$ cat src/rtl/pc_sequencer_pkg.sv
// pc_sequencer_pkg: opcode constants, fetch-state encoding and link register index
package pc_sequencer_pkg;
  localparam logic [5:0] OP_B    = 6'b101000;
  localparam logic [5:0] OP_BR   = 6'b100000;
  localparam logic [5:0] OP_BLTZ = 6'b110000;
  localparam logic [5:0] OP_BZ   = 6'b110001;
  localparam logic [5:0] OP_BNZ  = 6'b110010;
  localparam logic [5:0] OP_BCY  = 6'b101001;
  localparam logic [5:0] OP_BNCY = 6'b101010;
  localparam logic [5:0] OP_BL   = 6'b101011;
  localparam int LINK_REG = 31;
  typedef enum logic [1:0] {ST_RUN = 2'd0, ST_STALL = 2'd1, ST_HALT = 2'd2} state_e;
endpackage

$ cat src/rtl/pc_sequencer_target_calc.sv
// pc_target_calc: branch target (op_i/offset_i/rs_value_i/id_pc_i in, target_o out); br uses rs, others id_pc+sext(offset)
module pc_target_calc
  import pc_sequencer_pkg::*;
#(
  parameter int PC_W  = 32,
  parameter int OFF_W = 26
) (
  input  logic [5:0]      op_i,
  input  logic [OFF_W-1:0] offset_i,
  input  logic [PC_W-1:0] rs_value_i,
  input  logic [PC_W-1:0] id_pc_i,
  output logic [PC_W-1:0] target_o
);
  logic [PC_W-1:0] off_ext;
  always_comb begin
    off_ext  = {{(PC_W-OFF_W){offset_i[OFF_W-1]}}, offset_i};
    target_o = op_i == OP_BR ? rs_value_i : id_pc_i + off_ext;
  end
endmodule

$ cat src/rtl/pc_sequencer.sv
// pc_sequencer: PC register, RUN/STALL/HALT fetch state, flush/link pulses and redirect count; ports: clk,rst_n,stall,halt_req,resume,OPcode,br_taken,offset,rs_value,id_pc in; pc,flush,link_we,link_data,halted,taken_cnt out
module pc_sequencer
  import pc_sequencer_pkg::*;
#(
  parameter int              PC_W     = 32,
  parameter int              OFF_W    = 26,
  parameter logic [PC_W-1:0] RESET_PC = '0,
  parameter int              CNT_W    = 16
) (
  input  logic              clk,
  input  logic              rst_n,
  input  logic              stall,
  input  logic              halt_req,
  input  logic              resume,
  input  logic [5:0]        OPcode,
  input  logic              br_taken,
  input  logic [OFF_W-1:0]  offset,
  input  logic [PC_W-1:0]   rs_value,
  input  logic [PC_W-1:0]   id_pc,
  output logic [PC_W-1:0]   pc,
  output logic              flush,
  output logic              link_we,
  output logic [PC_W-1:0]   link_data,
  output logic              halted,
  output logic [CNT_W-1:0]  taken_cnt
);
  state_e state_q, state_d;
  logic [PC_W-1:0] pc_q, pc_d, link_data_q, link_data_d, target;
  logic [CNT_W-1:0] cnt_q, cnt_d;
  logic flush_q, flush_d, link_we_q, link_we_d, hold, apply;
  pc_target_calc #(.PC_W(PC_W), .OFF_W(OFF_W)) u_target (
    .op_i(OPcode), .offset_i(offset), .rs_value_i(rs_value), .id_pc_i(id_pc), .target_o(target)
  );
  always_comb begin
    hold        = state_q == ST_HALT || stall;
    apply       = !hold && br_taken;
    state_d     = state_q == ST_HALT ? (resume ? ST_RUN : ST_HALT) :
                  halt_req ? ST_HALT : stall ? ST_STALL : ST_RUN;
    pc_d        = hold ? pc_q : br_taken ? target : pc_q + PC_W'(1);
    flush_d     = apply;
    link_we_d   = apply && OPcode == OP_BL;
    link_data_d = link_we_d ? id_pc + PC_W'(1) : link_data_q;
    cnt_d       = apply ? cnt_q + CNT_W'(1) : cnt_q;
  end
  always_ff @(posedge clk) begin
    if (!rst_n) begin
      state_q     <= ST_RUN;
      pc_q        <= RESET_PC;
      flush_q     <= 1'b0;
      link_we_q   <= 1'b0;
      link_data_q <= '0;
      cnt_q       <= '0;
    end else begin
      state_q     <= state_d;
      pc_q        <= pc_d;
      flush_q     <= flush_d;
      link_we_q   <= link_we_d;
      link_data_q <= link_data_d;
      cnt_q       <= cnt_d;
    end
  end
  assign pc        = pc_q;
  assign flush     = flush_q;
  assign link_we   = link_we_q;
  assign link_data = link_data_q;
  assign halted    = state_q == ST_HALT;
  assign taken_cnt = cnt_q;
endmodule
$ cat config.mk
export PLATFORM = sky130hd
export DESIGN_NAME = pc_sequencer
export DESIGN_NICKNAME = d
export VERILOG_FILES = /design/src/rtl/pc_sequencer_pkg.sv /design/src/rtl/pc_sequencer_target_calc.sv /design/src/rtl/pc_sequencer.sv
export SDC_FILE = /design/constraint.sdc
export NUM_CORES = 1
export LEC_CHECK = 0
export BUFFER_PORTS_ARGS = -buffer_cell sky130_fd_sc_hd__clkbuf_2
export CAP_MARGIN = 20
export CORE_ASPECT_RATIO = 1.2
export CORE_MARGIN = 2
export CORE_UTILIZATION = 53
export CTS_CLUSTER_SIZE = 12
export DETAILED_ROUTE_END_ITERATION = 8
export GPL_TIMING_DRIVEN = 0
export PLACE_DENSITY_LB_ADDON = 0.25
export SETUP_SLACK_MARGIN = 0.3
export SLEW_MARGIN = 30
export SYNTH_ARGS = -nofsm -noshare
export SYNTH_HDL_FRONTEND = slang
export SYNTH_SLANG_ARGS = --single-unit
export TNS_END_PERCENT = 20
$ cat constraint.sdc
create_clock -name clk -period 3.6 [get_ports clk]
set_input_delay 0.72 -clock clk [delete_from_list [all_inputs] [get_ports clk]]
set_output_delay 0.72 -clock clk [all_outputs]
set_load 0.01 [all_outputs]
==> flow_summary.toml <==
[final_layout]
utilization_pct = 67.2
nNetsFinal = 1190
multiInputGateArea_sq_um = 4500
layout_common_cells = "184 x clkbuf_2, 106 x nor2_1, 92 x nand2_1"
final_common_cell = "clkbuf_2"
num-fill-cells = 1102
n_antenna_cell = 0
area_growth_pct = 22.8
drive_above_1_share_pct = 20.8
seq_area_sq_um = 1680

[min_path]
hp-class = "reg2reg"

[setup_path]
critical_path_arrival_ns = 3.50
r2r.worst_path.cells = 8
end_kind = "register"
reg2reg_to = "pc[28]"
reg2reg_from = "pc[0]"
slowest_stage = "fa_1"
crit_path_max_fanout = 6
critPathLaunch = "id_pc[0]"
endpoint = "pc[24]"
critical_path_class = "in2reg"
crit_path_start_kind = "primary input"
r2r_slack_ns = 0.93
path_cells = "clkbuf_2, ha_1, fa_1, a211oi_2, o211ai_2, a32o_1, a311o_1, a311oi_2, xnor2_1, a21oi_1, nor2_1"
cpPeakStageDelay_ns = 0.43
required_ns = 3.88

[clock_tree]
cts_hold_buf = 0
clk_latency_ns = 0.35
ctsLongestPathBuffers = 2
clock-root-buffer = "clkbuf_16"
cts_sinks = 84
cts_tree = "built"
path_clk_slew_ns = 0.06
h-tree-depth = 3
cts_made_buffers = 9

[grt]
grt_pass1_wl_microns = 33400
antenna_found_initial = 0
track_usage_pct = 32.7
grt.overflow.total = 0
grt_max_degree = 13
grt_pass1_vias = 6683

[yosys]
yosys_warnings = 0
syn_inst = 856
synth_async_sr_flop_share_pct = 0
syn_area_sq_um = 6360
synthFlopType = "dfxtp_1"
ys_types = 71
synth_edf_count = 0
ys_seq_elements = 84
seq_area_frac_synth_pct = 26.5
synth_nets = 993
avgSynthCellArea_sq_um = 7.43

[route]
drt_pass1_iterations = 6
drcViolationCount = 0
drt_iter0_drc = 489
wl_microns = 21600
dr_total_vias = 7309
viasPerCell = 6.03
avgRoutedWirePerCell_microns = 17.8
antenna_left = 0

[floorplanning]
start_util_pct = 54.7
dieWidth_microns = 104
die_h_microns = 124
pin_count = 185
fp-row-count = 43
coreArea_sq_um = 11600
die_area_sq_um = 12900

[place]
dp_slack_ns = -0.0679
gp_congestion = 0.999
dp_hpwl_microns = 16500
portBuffers = 184

[timing]
worst_pin_slew_ns = 0.845
rsz0062_at_grt = "no"
relSlewSlack_pct = 42.9
setup_viol = 0
hold_viol_final = 0
clock_skew_ns = 0.00557
finalCriticalPeriod_ns = 3.21
fin_crit_sh_pct = 89.2
fmax_mhz = 311
layout_setup_ws_ns = 0.387
drv_slew = 0

[pwr]
leakage_uw = 0.00323
power_uw = 2690
power_density_nw_per_um2 = 344
ir_drop_uv = 195

[job]
cap_violations = 0

[status]
status = "complete, no violations"
-- cell type report --
class	count	area share (%)
multi-input cells	720	57.6
well taps	157	2.52
flip-flops and latches	84	21.5
clock inverters	2	0.449
plain buffers	43	2.13
clock buffers	12	3.29
repair buffers	186	12.0
inverters	9	0.433
-- synth_stat cells, drive strengths merged, types with 4 or more instances --
cell / instances / area (sq um)
nor3b: 4 / 35.0
buf: 9 / 38.8
a211oi: 29 / 235
o221ai: 4 / 35.0
inv: 9 / 33.8
xnor2: 39 / 342
and2: 12 / 75.1
xor2: 33 / 289
nand4: 25 / 156
nor4: 4 / 31.3
dfxtp: 84 / 1680
clkbuf: 34 / 128
nand3: 38 / 190
nor2b: 5 / 31.3
ha: 34 / 425
a221oi: 8 / 76.3
and3: 21 / 131
or3: 7 / 43.8
a31oi: 16 / 100
o31ai: 5 / 56.3
nand2: 92 / 345
nor3: 10 / 50.1
o211ai: 7 / 57.6
a21oi: 76 / 380
or2: 4 / 25.0
nor2: 106 / 398
o21a: 8 / 60.1
o21ai: 72 / 360
a21o: 15 / 113
-- registers in the layout, indices dropped and copies added (netlist names) --
| name | cells |
|---|---|
| pc | 32 |
| flush | 1 |
| link_data | 32 |
| state_q | 2 |
| link_we | 1 |
| taken_cnt | 16 |
-- per-stage QoR --
stage	instance area, sq um	instances	setup TNS (ns)	hold slack [ns]
4_1_cts	7780	1211	0	0.482
3_3_place_gp	7470	1197	-0.184	0.467
6_report	7800	1213	0	0.469
5_1_grt	7800	1213	0	0.502
2_1_floorplan	6360	856	0	0.481
3_5_place_dp	7470	1197	-0.137	0.474
-- worst min-delay path by stage --
stage / endpoint / from / cells after the start
after floorplan: link_data[1] / link_data[1] / 2
after global placement: link_data[1] / link_data[1] / 2
after detailed placement: link_data[1] / link_data[1] / 2
after CTS: link_data[1] / link_data[1] / 2
after global routing: link_data[1] / link_data[1] / 2
final: link_data[1] / link_data[1] / 2
-- critical path: cells and delay by family --
| family | cells | cell delay (ns) |
|---|---|---|
| AOI/OAI and AO/OA | 6 | 1.67 |
| xor gates and xnor gates | 1 | 0.19 |
| adders and majority gates | 2 | 0.65 |
| buffers and inverters | 1 | 0.15 |
| and+or+nand+nor | 1 | 0.11 |
-- cells by family (layout without fill, tap and decap cells) --
logic type / count (synthesis) / after routing / share of synthesized area [%]
and+or+nand+nor: 340 / 340 / 25.4
muxes: 3 / 3 / 0.472
DFF: 84 / 84 / 26.5
buffers and inverters: 52 / 252 / 3.15
AOI/OAI and AO/OA: 270 / 270 / 27.6
adders and majority gates: 35 / 35 / 7.01
xor gates and xnor gates: 72 / 72 / 9.92
-- timing repair --
action,CTS,global route
buffers inserted,0,2
setup endpoints to repair,2,4
pin swaps,0,3
resized for setup,1,0
-- power breakdown --
part	switching, uW	internal, uW
Clock	392	568
Sequential	42.6	962
Combinational	438	287
-- per-layer routing --
metal	part of all wire [%]	vias to the layer above	global-route usage, %	wire length (microns)
li1	-	3532	-	-
met1	40	3300	39.7	8700
met2	46	401	55.8	10000
met3	9.0	76	5.65	1940
met4	4.4	0	17.5	942
met5	0	-	0	0
No activity file was read; power rests on OpenSTA's default activity.
